## src/rtl/sqnxt_conv_addr_seq_if.sv

```systemverilog
// rtl/sqnxt_conv_addr_seq_if.sv - control, beat and write-back signals of the conv address sequencer
interface sqnxt_conv_addr_seq_if #(
  parameter int ADDR_W  = 10,
  parameter int WADDR_W = 8
);
  logic               start;
  logic [1:0]         mode;
  logic               stall;
  logic               busy;
  logic               rd_en;
  logic [ADDR_W-1:0]  rd_addr;
  logic               pad;
  logic [WADDR_W-1:0] w_addr;
  logic               acc_clr;
  logic               acc_last;
  logic               wr_en;
  logic [ADDR_W-1:0]  wr_addr;
  logic               done;

  modport master (
    output start, mode, stall,
    input  busy, rd_en, rd_addr, pad, w_addr, acc_clr, acc_last, wr_en, wr_addr, done
  );

  modport slave (
    input  start, mode, stall,
    output busy, rd_en, rd_addr, pad, w_addr, acc_clr, acc_last, wr_en, wr_addr, done
  );
endinterface

```

## src/rtl/sqnxt_conv_addr_seq.sv

```systemverilog
// rtl/sqnxt_conv_addr_seq.sv - SqueezeNext conv layer address/control sequencer (1x1, 3x1, 1x3)
module sqnxt_conv_addr_seq #(
  parameter int FM_W     = 8,
  parameter int CH_IN    = 8,
  parameter int CH_OUT   = 8,
  parameter int ADDR_W   = 10,
  parameter int WADDR_W  = 8,
  parameter int PIPE_LAT = 5
) (
  input logic                  clk,
  input logic                  rst,
  sqnxt_conv_addr_seq_if.slave bus
);
  localparam int FM2  = FM_W * FM_W;
  localparam int CO_W = (CH_OUT > 1) ? $clog2(CH_OUT) : 1;
  localparam int CI_W = (CH_IN > 1) ? $clog2(CH_IN) : 1;
  localparam int P_W  = $clog2(FM_W);
  localparam int D_W  = $clog2(PIPE_LAT + 1);

  if (CH_IN * FM2 > (1 << ADDR_W) || CH_OUT * FM2 > (1 << ADDR_W)) begin : g_addr_chk
    $error("sqnxt_conv_addr_seq: feature map does not fit in ADDR_W");
  end
  if (FM_W < 2 || PIPE_LAT < 1) begin : g_param_chk
    $error("sqnxt_conv_addr_seq: FM_W must be >=2 and PIPE_LAT >=1");
  end

  typedef enum logic [1:0] {IDLE, RUN, DRAIN, DONE} state_t;
  state_t state, state_nxt;

  logic [CO_W-1:0]    co;
  logic [P_W-1:0]     y, x;
  logic [CI_W-1:0]    ci;
  logic [1:0]         tap;
  logic [1:0]         mode_q, mode_eff;
  logic [D_W-1:0]     drain_cnt;
  logic               k3, tap_last, ci_last, x_last, y_last, co_last, beat_last;
  logic               accept, fire, adv;
  logic               pad_nxt;
  logic [ADDR_W-1:0]  rd_addr_nxt, px_addr_nxt;
  logic [WADDR_W-1:0] w_addr_nxt;
  int                 d, yy, xx;

  logic               beat_v, rd_en_q, pad_q, acc_clr_q, acc_last_q, busy_q, done_q;
  logic [ADDR_W-1:0]  rd_addr_q, px_addr_q;
  logic [WADDR_W-1:0] w_addr_q;
  logic [PIPE_LAT-1:0] wv;
  logic [ADDR_W-1:0]  wa [PIPE_LAT];

  // Mode is taken live from the port on the accepting edge so the first beat needs no extra cycle.
  always_comb begin
    adv         = !bus.stall;
    mode_eff    = (state == IDLE) ? bus.mode : mode_q;
    k3          = (mode_eff == 2'd1) || (mode_eff == 2'd2);
    tap_last    = tap == (k3 ? 2'd2 : 2'd0);
    ci_last     = ci == CI_W'(CH_IN - 1);
    x_last      = x == P_W'(FM_W - 1);
    y_last      = y == P_W'(FM_W - 1);
    co_last     = co == CO_W'(CH_OUT - 1);
    beat_last   = tap_last && ci_last && x_last && y_last && co_last;
    accept      = (state == IDLE) && bus.start;
    fire        = adv && ((state == RUN) || accept);
    d           = k3 ? int'(tap) - 1 : 0;
    yy          = int'(y) + ((mode_eff == 2'd1) ? d : 0);
    xx          = int'(x) + ((mode_eff == 2'd2) ? d : 0);
    pad_nxt     = (yy < 0) || (yy >= FM_W) || (xx < 0) || (xx >= FM_W);
    rd_addr_nxt = pad_nxt ? '0 : ADDR_W'(int'(ci) * FM2 + yy * FM_W + xx);
    w_addr_nxt  = WADDR_W'((int'(co) * CH_IN + int'(ci)) * (k3 ? 3 : 1) + int'(tap));
    px_addr_nxt = ADDR_W'(int'(co) * FM2 + int'(y) * FM_W + int'(x));
  end

  always_comb begin
    state_nxt = state;
    case (state)
      IDLE:    if (bus.start) state_nxt = (fire && beat_last) ? DRAIN : RUN;
      RUN:     if (fire && beat_last) state_nxt = DRAIN;
      DRAIN:   if (adv && drain_cnt == D_W'(PIPE_LAT - 1)) state_nxt = DONE;
      DONE:    if (adv) state_nxt = IDLE;
      default: state_nxt = IDLE;
    endcase
  end

  always_ff @(posedge clk or negedge rst) begin
    if (!rst) state <= IDLE;
    else      state <= state_nxt;
  end

  always_ff @(posedge clk or negedge rst) begin
    if (!rst) begin
      mode_q    <= '0;
      drain_cnt <= '0;
      busy_q    <= 1'b0;
      done_q    <= 1'b0;
    end else begin
      if (accept) mode_q <= bus.mode;
      if (state != DRAIN) drain_cnt <= '0;
      else if (adv)       drain_cnt <= drain_cnt + D_W'(1);
      if (accept)                        busy_q <= 1'b1;
      else if (state == DONE && adv)     busy_q <= 1'b0;
      if (adv) done_q <= (state == DONE);
    end
  end

  // Loop nest counters; all wrap to zero after the final beat, ready for the next layer.
  always_ff @(posedge clk or negedge rst) begin
    if (!rst) begin
      co <= '0; y <= '0; x <= '0; ci <= '0; tap <= '0;
    end else if (fire) begin
      if (!tap_last) tap <= tap + 2'd1;
      else begin
        tap <= '0;
        if (!ci_last) ci <= ci + CI_W'(1);
        else begin
          ci <= '0;
          if (!x_last) x <= x + P_W'(1);
          else begin
            x <= '0;
            if (!y_last) y <= y + P_W'(1);
            else begin
              y  <= '0;
              co <= co_last ? '0 : co + CO_W'(1);
            end
          end
        end
      end
    end
  end

  always_ff @(posedge clk or negedge rst) begin
    if (!rst) begin
      beat_v     <= 1'b0;
      rd_en_q    <= 1'b0;
      rd_addr_q  <= '0;
      pad_q      <= 1'b0;
      w_addr_q   <= '0;
      acc_clr_q  <= 1'b0;
      acc_last_q <= 1'b0;
      px_addr_q  <= '0;
    end else if (adv) begin
      beat_v  <= fire;
      rd_en_q <= fire && !pad_nxt;
      if (fire) begin
        rd_addr_q  <= rd_addr_nxt;
        pad_q      <= pad_nxt;
        w_addr_q   <= w_addr_nxt;
        acc_clr_q  <= (ci == '0) && (tap == 2'd0);
        acc_last_q <= tap_last && ci_last;
        px_addr_q  <= px_addr_nxt;
      end
    end
  end

  // Write-back delay line: samples each displayed beat, so stalls never drop or duplicate writes.
  always_ff @(posedge clk or negedge rst) begin
    if (!rst) begin
      wv <= '0;
      for (int i = 0; i < PIPE_LAT; i++) wa[i] <= '0;
    end else if (adv) begin
      wv[0] <= beat_v && acc_last_q;
      wa[0] <= px_addr_q;
      for (int i = 1; i < PIPE_LAT; i++) begin
        wv[i] <= wv[i-1];
        wa[i] <= wa[i-1];
      end
    end
  end

  assign bus.busy     = busy_q;
  assign bus.rd_en    = rd_en_q && adv;
  assign bus.rd_addr  = rd_addr_q;
  assign bus.pad      = pad_q;
  assign bus.w_addr   = w_addr_q;
  assign bus.acc_clr  = acc_clr_q;
  assign bus.acc_last = acc_last_q;
  assign bus.wr_en    = wv[PIPE_LAT-1] && adv;
  assign bus.wr_addr  = wa[PIPE_LAT-1];
  assign bus.done     = done_q && adv;
endmodule

```

## src/flat_wrapper.sv

```systemverilog
// flat-port wrapper written by rule: the top's interface ports become plain ports
module sqnxt_conv_addr_seq_flat 
#(
  parameter int FM_W     = 8,
  parameter int CH_IN    = 8,
  parameter int CH_OUT   = 8,
  parameter int ADDR_W   = 10,
  parameter int WADDR_W  = 8,
  parameter int PIPE_LAT = 5
)
  (clk, rst, bus_start, bus_mode, bus_stall, bus_busy, bus_rd_en, bus_rd_addr, bus_pad, bus_w_addr, bus_acc_clr, bus_acc_last, bus_wr_en, bus_wr_addr, bus_done);
  sqnxt_conv_addr_seq_if #(.ADDR_W(ADDR_W), .WADDR_W(WADDR_W)) bus_i ();
  input logic clk;
  input logic rst;
  input wire logic [$bits(bus_i.start)-1:0] bus_start;
  input wire logic [$bits(bus_i.mode)-1:0] bus_mode;
  input wire logic [$bits(bus_i.stall)-1:0] bus_stall;
  output wire logic [$bits(bus_i.busy)-1:0] bus_busy;
  output wire logic [$bits(bus_i.rd_en)-1:0] bus_rd_en;
  output wire logic [$bits(bus_i.rd_addr)-1:0] bus_rd_addr;
  output wire logic [$bits(bus_i.pad)-1:0] bus_pad;
  output wire logic [$bits(bus_i.w_addr)-1:0] bus_w_addr;
  output wire logic [$bits(bus_i.acc_clr)-1:0] bus_acc_clr;
  output wire logic [$bits(bus_i.acc_last)-1:0] bus_acc_last;
  output wire logic [$bits(bus_i.wr_en)-1:0] bus_wr_en;
  output wire logic [$bits(bus_i.wr_addr)-1:0] bus_wr_addr;
  output wire logic [$bits(bus_i.done)-1:0] bus_done;
  assign bus_i.start = bus_start;
  assign bus_i.mode = bus_mode;
  assign bus_i.stall = bus_stall;
  assign bus_busy = bus_i.busy;
  assign bus_rd_en = bus_i.rd_en;
  assign bus_rd_addr = bus_i.rd_addr;
  assign bus_pad = bus_i.pad;
  assign bus_w_addr = bus_i.w_addr;
  assign bus_acc_clr = bus_i.acc_clr;
  assign bus_acc_last = bus_i.acc_last;
  assign bus_wr_en = bus_i.wr_en;
  assign bus_wr_addr = bus_i.wr_addr;
  assign bus_done = bus_i.done;
  sqnxt_conv_addr_seq #(.FM_W(FM_W), .CH_IN(CH_IN), .CH_OUT(CH_OUT), .ADDR_W(ADDR_W), .WADDR_W(WADDR_W), .PIPE_LAT(PIPE_LAT)) u_core (.clk(clk), .rst(rst), .bus(bus_i));
endmodule
```

## config.mk

```make
export PLATFORM = sky130hd
export DESIGN_NAME = sqnxt_conv_addr_seq_flat
export DESIGN_NICKNAME = d
export VERILOG_FILES = /design/src/rtl/sqnxt_conv_addr_seq_if.sv /design/src/rtl/sqnxt_conv_addr_seq.sv /design/src/flat_wrapper.sv
export SDC_FILE = /design/constraint.sdc
export NUM_CORES = 1
export LEC_CHECK = 0
export ABC_AREA = 1
export CAP_MARGIN = 40
export CELL_PAD_IN_SITES_DETAIL_PLACEMENT = 1
export CELL_PAD_IN_SITES_GLOBAL_PLACEMENT = 2
export CORE_MARGIN = 2
export CORE_UTILIZATION = 39
export DETAILED_ROUTE_END_ITERATION = 8
export GPL_ROUTABILITY_DRIVEN = 0
export PLACE_DENSITY = 0.84
export SLEW_MARGIN = 10
export SYNTH_ARGS = -nofsm -noshare
export SYNTH_HDL_FRONTEND = slang
export SYNTH_SLANG_ARGS = --single-unit
```

## constraint.sdc

```tcl
create_clock -name clk -period 8.7 [get_ports clk]
set_input_delay 2.175 -clock clk [delete_from_list [all_inputs] [get_ports clk]]
set_output_delay 2.175 -clock clk [all_outputs]
set_load 0.02 [all_outputs]
```

==> impl_results.md, run 1 <==
- CP Buf/Inv Count: 7
- Hold crit path type: flip-flop to flip-flop
- Storage cell area: 2630 µm²
- Post-synth EDFFs: 0
- Setup crit start: bus_mode[0]
- Top FF cell, synth: dfrtp_1
- Run status: completed
- Root Buffer: clkbuf_16
- Insertion delay to the later sink of the worst-skew pair: 0.35 ns
- Crit share post-route: 0.741
- Clock skew: 0.00720 ns
- Rel. slew slack: 0.499
- Area contributors post-synth: dfrtp_1 45%, nand2_1 15%, ha_1 14%
- Max Transition Viols Final: 0
- Kind of critical path: primary input to flip-flop
- HP Start: u_core.wa[42]
- Max stage delay on crit path: 0.57 ns
- Final net count: 787
- First-pass DRT Iterations: 4
- Synth top area share: 0.450
- Core Region: 14600 µm²
- Final setup TNS: 0 ns
- Slew @ Worst Pin: 0.749 ns
- Syn Std Cell Area: 5840 µm²
- Hold path depth: 2
- Sink Count: 105
- Overall via count from detail_route: 4361
- Largest net degree at the start of global routing: 61
- Yosys cell types: 32
- Worst r2r path cells: 24
- RSZ-0062 raised after global routing: false
- Grt total ovfl: 0
- CTS Buf Count: 9
- Number of global-route vias before repair: 4562
- Post-CTS setup buffers: 0
- Die area: 16000 µm²
- Total track usage: 0.167
- Mean post-synth cell area: 8.54 µm²
- Final setup viols: 0
- Layout cell share with drive strength beyond 1: 0.0532
- Post-synthesis sequential area ratio: 0.450
- Top delay family on crit path: adder cells
- Worst Hold Endpoint: u_core.wa[32]
- PortBufs: 39
- Dpl hpwl: 8.83 mm
- Critical path depth: 25
- DR WL/cell: 14.0 µm
- CTS-repair resized insts: 0
- Post-Syn Instances: 684
- Commonest non-fill, non-tap cells in the layout: 235 x nand2_1, 105 x dfrtp_1, 70 x inv_1
- Ports: 41
- Mapped Nets: 762
- # fillers: 1753
- Detailed-route DRC error count: 0
- Commonest non-fill, non-tap cell in the layout: nand2_1
- Startpoint class of the critical path: primary input
- Slowest-stage cell, CP: nor2_1
- First-pass GRT wire length: 21.7 mm
- Final Hold Vio Count: 0
- Layout area overhead: 14.0%
- Minimum clock period: 6.45 ns
- H-tree Lvls: 3
- Data required, critical path: 8.95 ns
- Post-DR vias/cell: 4.86
- WP data arrival: 6.70 ns
- Initial DRC count: 252
- Final wirelength: 12.5 mm
- Max cap viols: 0
- Critical-path maximum fanout: 12
- Die height: 126 µm
- CTS tree: built
- Worst-case clock buffer depth: 2
- R2R setup slack: 3.62 ns
- F_max: 155 MHz
- Die width: 126 µm
- Ys async rst share: 1.00
- Core Rows: 44
- Largest area contributor in the netlist: dfrtp_1
- Starting Density: 0.400
- Initial antenna violation count: 0
- R2r endpoint: u_core.bus.rd_addr[8]
- Multi-input gate area: 2780 µm²
- Yosys reg bits: 105
- Worst r2r src: u_core.state[0]
- Register clock-pin slew on the reported worst setup and hold paths: 0.08 ns
- Final ANT Viol Nets: 0
- Crit. End Element: flip-flop
- Cts hold-fix bufs: 0
- Ys Warns: 0
- Number of diodes: 0
[layout make-up]
cell class | count | area share
Clock inverter | 6 | 0.0126
Inverter | 72 | 0.0406
Clock buffer | 10 | 0.0359
Sequential cell | 105 | 0.395
Multi-Input combinational cell | 478 | 0.418
Tap cell | 184 | 0.0346
Timing Repair Buffer | 43 | 0.0639
[synth_stat cells, types with 3 or more instances]
cell	instances
a21oi_1	20
nor2_1	36
nand3_1	22
xnor2_1	7
nand2_1	235
buf_4	12
dfrtp_1	105
clkbuf_1	8
xor2_1	5
inv_1	70
or2_2	3
fa_1	6
o21ai_0	47
ha_1	66
nand4_1	4
nand2_2	4
buf_2	6
nor3_1	7
buf_1	3
[through the flow]
| step | cell area (µm²) | hold slack, ns | cells | util | worst slack (ns) |
|---|---|---|---|---|---|
| 2_1_floorplan | 5840 | 0.442 | 684 | - | 3.08 |
| 3_5_place_dp | 6330 | 0.457 | 882 | 0.434 | 1.93 |
| 4_1_cts | 6660 | 0.477 | 898 | 0.456 | 2.22 |
| 5_1_grt | 6660 | 0.495 | 898 | 0.456 | 1.86 |
| 6_report | 6660 | 0.472 | 898 | 0.456 | 2.25 |
| 3_3_place_gp | 6310 | 0.450 | 881 | 0.433 | 2.10 |
[state kept, by name, indices dropped and copies added, names as in the netlist, 3 cells and up]
register	cells
u_core.bus.rd_addr	10
u_core.wv	5
u_core.drain_cnt	3
u_core.px_addr_q	9
u_core.wa	36
u_core.bus.w_addr	8
u_core.y	3
u_core.x	3
u_core.co	3
u_core.ci	3
u_core.bus.wr_addr	9
[layer usage]
layer,up-vias,GRT usage,wire (µm)
met1,2106,0.220,6120
li1,2194,-,-
met4,0,0.0640,215
met5,-,0,0
met2,46,0.275,5920
met3,15,0.0278,279
[cells by family after synthesis]
group | after synthesis | share of synthesized area
and+or+nand+nor | 322 | 0.234
DFF | 105 | 0.450
buffers and inverters | 101 | 0.0739
adders and majority gates | 72 | 0.162
AOI/OAI and AO/OA | 71 | 0.0617
xor gates and xnor gates | 12 | 0.0180
other | 1 | 0.000642
[how the worst max path moves through the flow]
stage | slack, ns | end
final | 2.25 | u_core.bus.rd_addr[8]
after detailed placement | 1.93 | u_core.bus.rd_addr[8]
after CTS | 2.22 | u_core.bus.rd_addr[8]
after global placement | 2.10 | u_core.bus.rd_addr[8]
after floorplan | 3.08 | u_core.bus.rd_addr[8]
after global routing | 1.86 | u_core.bus.rd_addr[8]
[worst min-delay path: stages, from the launching register on]
cell	delay, ns
dfrtp_1	0.35
nand2_1	0.06
nand2_1	0.05
Power of run 1 is left out: the tool's default activity adds up to more than one toggle a clock period on the data nets, which glitch-free logic cannot reach.
==> inputs of run 2 (changes only) <==
--- a/config.mk
+++ b/config.mk
@@ -10,10 +10,10 @@
 export CELL_PAD_IN_SITES_DETAIL_PLACEMENT = 1
 export CELL_PAD_IN_SITES_GLOBAL_PLACEMENT = 2
 export CORE_MARGIN = 2
-export CORE_UTILIZATION = 39
+export CORE_UTILIZATION = 33
 export DETAILED_ROUTE_END_ITERATION = 8
 export GPL_ROUTABILITY_DRIVEN = 0
-export PLACE_DENSITY = 0.84
+export PLACE_DENSITY = 0.75
 export SLEW_MARGIN = 10
 export SYNTH_ARGS = -nofsm -noshare
 export SYNTH_HDL_FRONTEND = slang
==> constraint.sdc (replaced) <==
create_clock -name clk -period 5.6 [get_ports clk]
set_input_delay 1.4 -clock clk [delete_from_list [all_inputs] [get_ports clk]]
set_output_delay 1.4 -clock clk [all_outputs]
set_load 0.02 [all_outputs]
==> run 2 against run 1 <==
Sequential share of layout area fell by 0.48 points. Via count fell by 0.96%. First-iteration DRC count fell by 32%. Core utilization fell by 6.7 points. Hold slack got worse by 0.0036 ns. Register-to-register slack got worse by 2.6 ns. Non-clock buffer count rose by 3. Worst setup slack got worse by 1.9 ns. Critical path depth fell by 6. Count of clock-buffer cells in the layout fell by 1. Clock skew rose by 0.0020 ns.
==> impl_results.md, run 2 (synthesis results as in run 1) <==
- Run status: completed (unchanged)
- Die height: 137 µm (was 126 µm)
- HP Start: u_core.wa[46] (was u_core.wa[42])
- First-pass GRT wire length: 21.9 mm (was 21.7 mm)
- Clock skew: 0.00917 ns (was 0.00720 ns)
- Detailed-route DRC error count: 0 (unchanged)
- Layout cell share with drive strength beyond 1: 0.0572 (was 0.0532)
- F_max: 192 MHz
- Fin util: 0.390 (was 0.456)
- Dpl hpwl: 8.98 mm (was 8.83 mm)
- Max Transition Viols Final: 0 (unchanged)
- Worst-case clock buffer depth: 2 (unchanged)
- Core Region: 17300 µm² (was 14600 µm²)
- Placed cell area: 6430 µm² (was 6330 µm²)
- DR WL/cell: 13.4 µm (was 14.0 µm)
- Register clock-pin slew on the reported worst setup and hold paths: 0.08 ns (about the same)
- Max stage delay on crit path: 0.50 ns (was 0.57 ns)
- Insertion delay to the later sink of the worst-skew pair: 0.36 ns (was 0.35 ns)
- Die area: 18800 µm² (was 16000 µm²)
- Minimum clock period: 5.20 ns
- CTS Buf Count: 9 (unchanged)
- Core Rows: 48 (was 44)
- Rel. slew slack: 0.588 (was 0.499)
- Initial antenna violation count: 0 (unchanged)
- CTS tree: built (unchanged)
- Crit share post-route: 0.928
- Critical-path maximum fanout: 5 (was 12)
- WP data arrival: 5.47 ns (was 6.70 ns)
- Final net count: 790 (was 787)
- Final setup TNS: 0 ns (unchanged)
- First-pass DRT Iterations: 4 (unchanged)
- Max cap viols: 0 (unchanged)
- Ports: 41 (unchanged)
- Post-DR vias/cell: 4.58 (was 4.86)
- Final ANT Viol Nets: 0 (unchanged)
- Data required, critical path: 5.87 ns (was 8.95 ns)
- Total track usage: 0.147 (was 0.167)
- Post-CTS setup buffers: 0 (unchanged)
- H-tree Lvls: 3 (unchanged)
- Sink Count: 105 (unchanged)
- Initial DRC count: 171 (was 252)
- PortBufs: 39 (unchanged)
- Root Buffer: clkbuf_16 (unchanged)
- Startpoint class of the critical path: primary input (unchanged)
- R2R setup slack: 0.99 ns (was 3.62 ns)
- Reg with most FFs: u_core.wa (unchanged)
- Crit-path cells: clkdlybuf4s50_1, inv_1, nand2_1, o21ai_0, ha_1, nor3_1, ha_1, inv_1, fa_1, inv_1, a21oi_1, ha_1, fa_1, inv_1, ha_1, a21oi_1, o21ai_0, xor2_1, o21ai_0
- Final instance area: 6740 µm² (was 6660 µm²)
- Max FFs per register: 36 (unchanged)
- Layout area overhead: 15.4% (was 14.0%)
- Worst r2r src: u_core.state[0] (unchanged)
- Number of global-route vias before repair: 4528 (was 4562)
- Die width: 137 µm (was 126 µm)
- Largest net degree at the start of global routing: 61 (unchanged)
- Top delay family on crit path: adder cells (unchanged)
- Final wirelength: 12.6 mm (was 12.5 mm)
- Number of diodes: 0 (unchanged)
- Starting Density: 0.338 (was 0.400)
- RSZ-0062 raised after global routing: false (unchanged)
- Slew @ Worst Pin: 0.618 ns (was 0.749 ns)
- CP Buf/Inv Count: 5 (was 7)
- Commonest non-fill, non-tap cells in the layout: 235 x nand2_1, 105 x dfrtp_1, 70 x inv_1 (unchanged)
- Hold crit path type: flip-flop to flip-flop (unchanged)
- Crit. End Element: flip-flop (unchanged)
- Commonest non-fill, non-tap cell in the layout: nand2_1 (unchanged)
- CTS-repair resized insts: 0 (unchanged)
- Final Hold Vio Count: 0 (unchanged)
- Setup crit start: bus_mode[0] (unchanged)
- Grt total ovfl: 0 (unchanged)
- Slowest-stage cell, CP: fa_1 (was nor2_1)
- Overall via count from detail_route: 4319 (was 4361)
- Kind of critical path: primary input to flip-flop (unchanged)
- Cts hold-fix bufs: 0 (unchanged)
- Final setup viols: 0 (unchanged)
[run 2: final timing paths]
path                                          to  depth (start not counted)
hold reg to reg                    u_core.wa[36]                          2
setup reg to reg           u_core.bus.rd_addr[7]                         18
hold / removal                     u_core.wa[36]                          2
setup / recovery           u_core.bus.rd_addr[7]                         19
min in group asynchronous  u_core.bus.wr_addr[6]                          1
max in group asynchronous  u_core.bus.rd_addr[2]                          2
[run 2: layout make-up]
cell class                 count  area [µm²]
timing repair buffer          46         468
multi-input combinational    478        2780
clock inverter                 7        86.3
sequential                   105        2630
clock buffer                   9         225
tap                          225         282
inverter                      72         270
fill                        2048       10600
[run 2: layer usage]
metal,up-vias,global-route usage,part of all wire
met5,-,0,0
met4,0,0.0538,0.016
met3,14,0.0230,0.026
met2,47,0.240,0.47
met1,2059,0.198,0.49
li1,2199,-,-
[run 2: tightest hold or removal path: stages, from the launching register on]
cell	delay (ns)
dfrtp_1	0.35
nand2_1	0.05
nand2_1	0.04
[run 2: stage by stage]
stage / hold slack [ns] / setup slack (ns) / instances
final: 0.468 / 0.402 / 942
after global routing: 0.498 / 0.103 / 942
after CTS: 0.474 / 0.399 / 942
after detailed placement: 0.456 / 0.0336 / 926
after global placement: 0.452 / 0.214 / 924
after floorplan: 0.442 / 0.751 / 684
Power of run 2 is left out for the same reason.
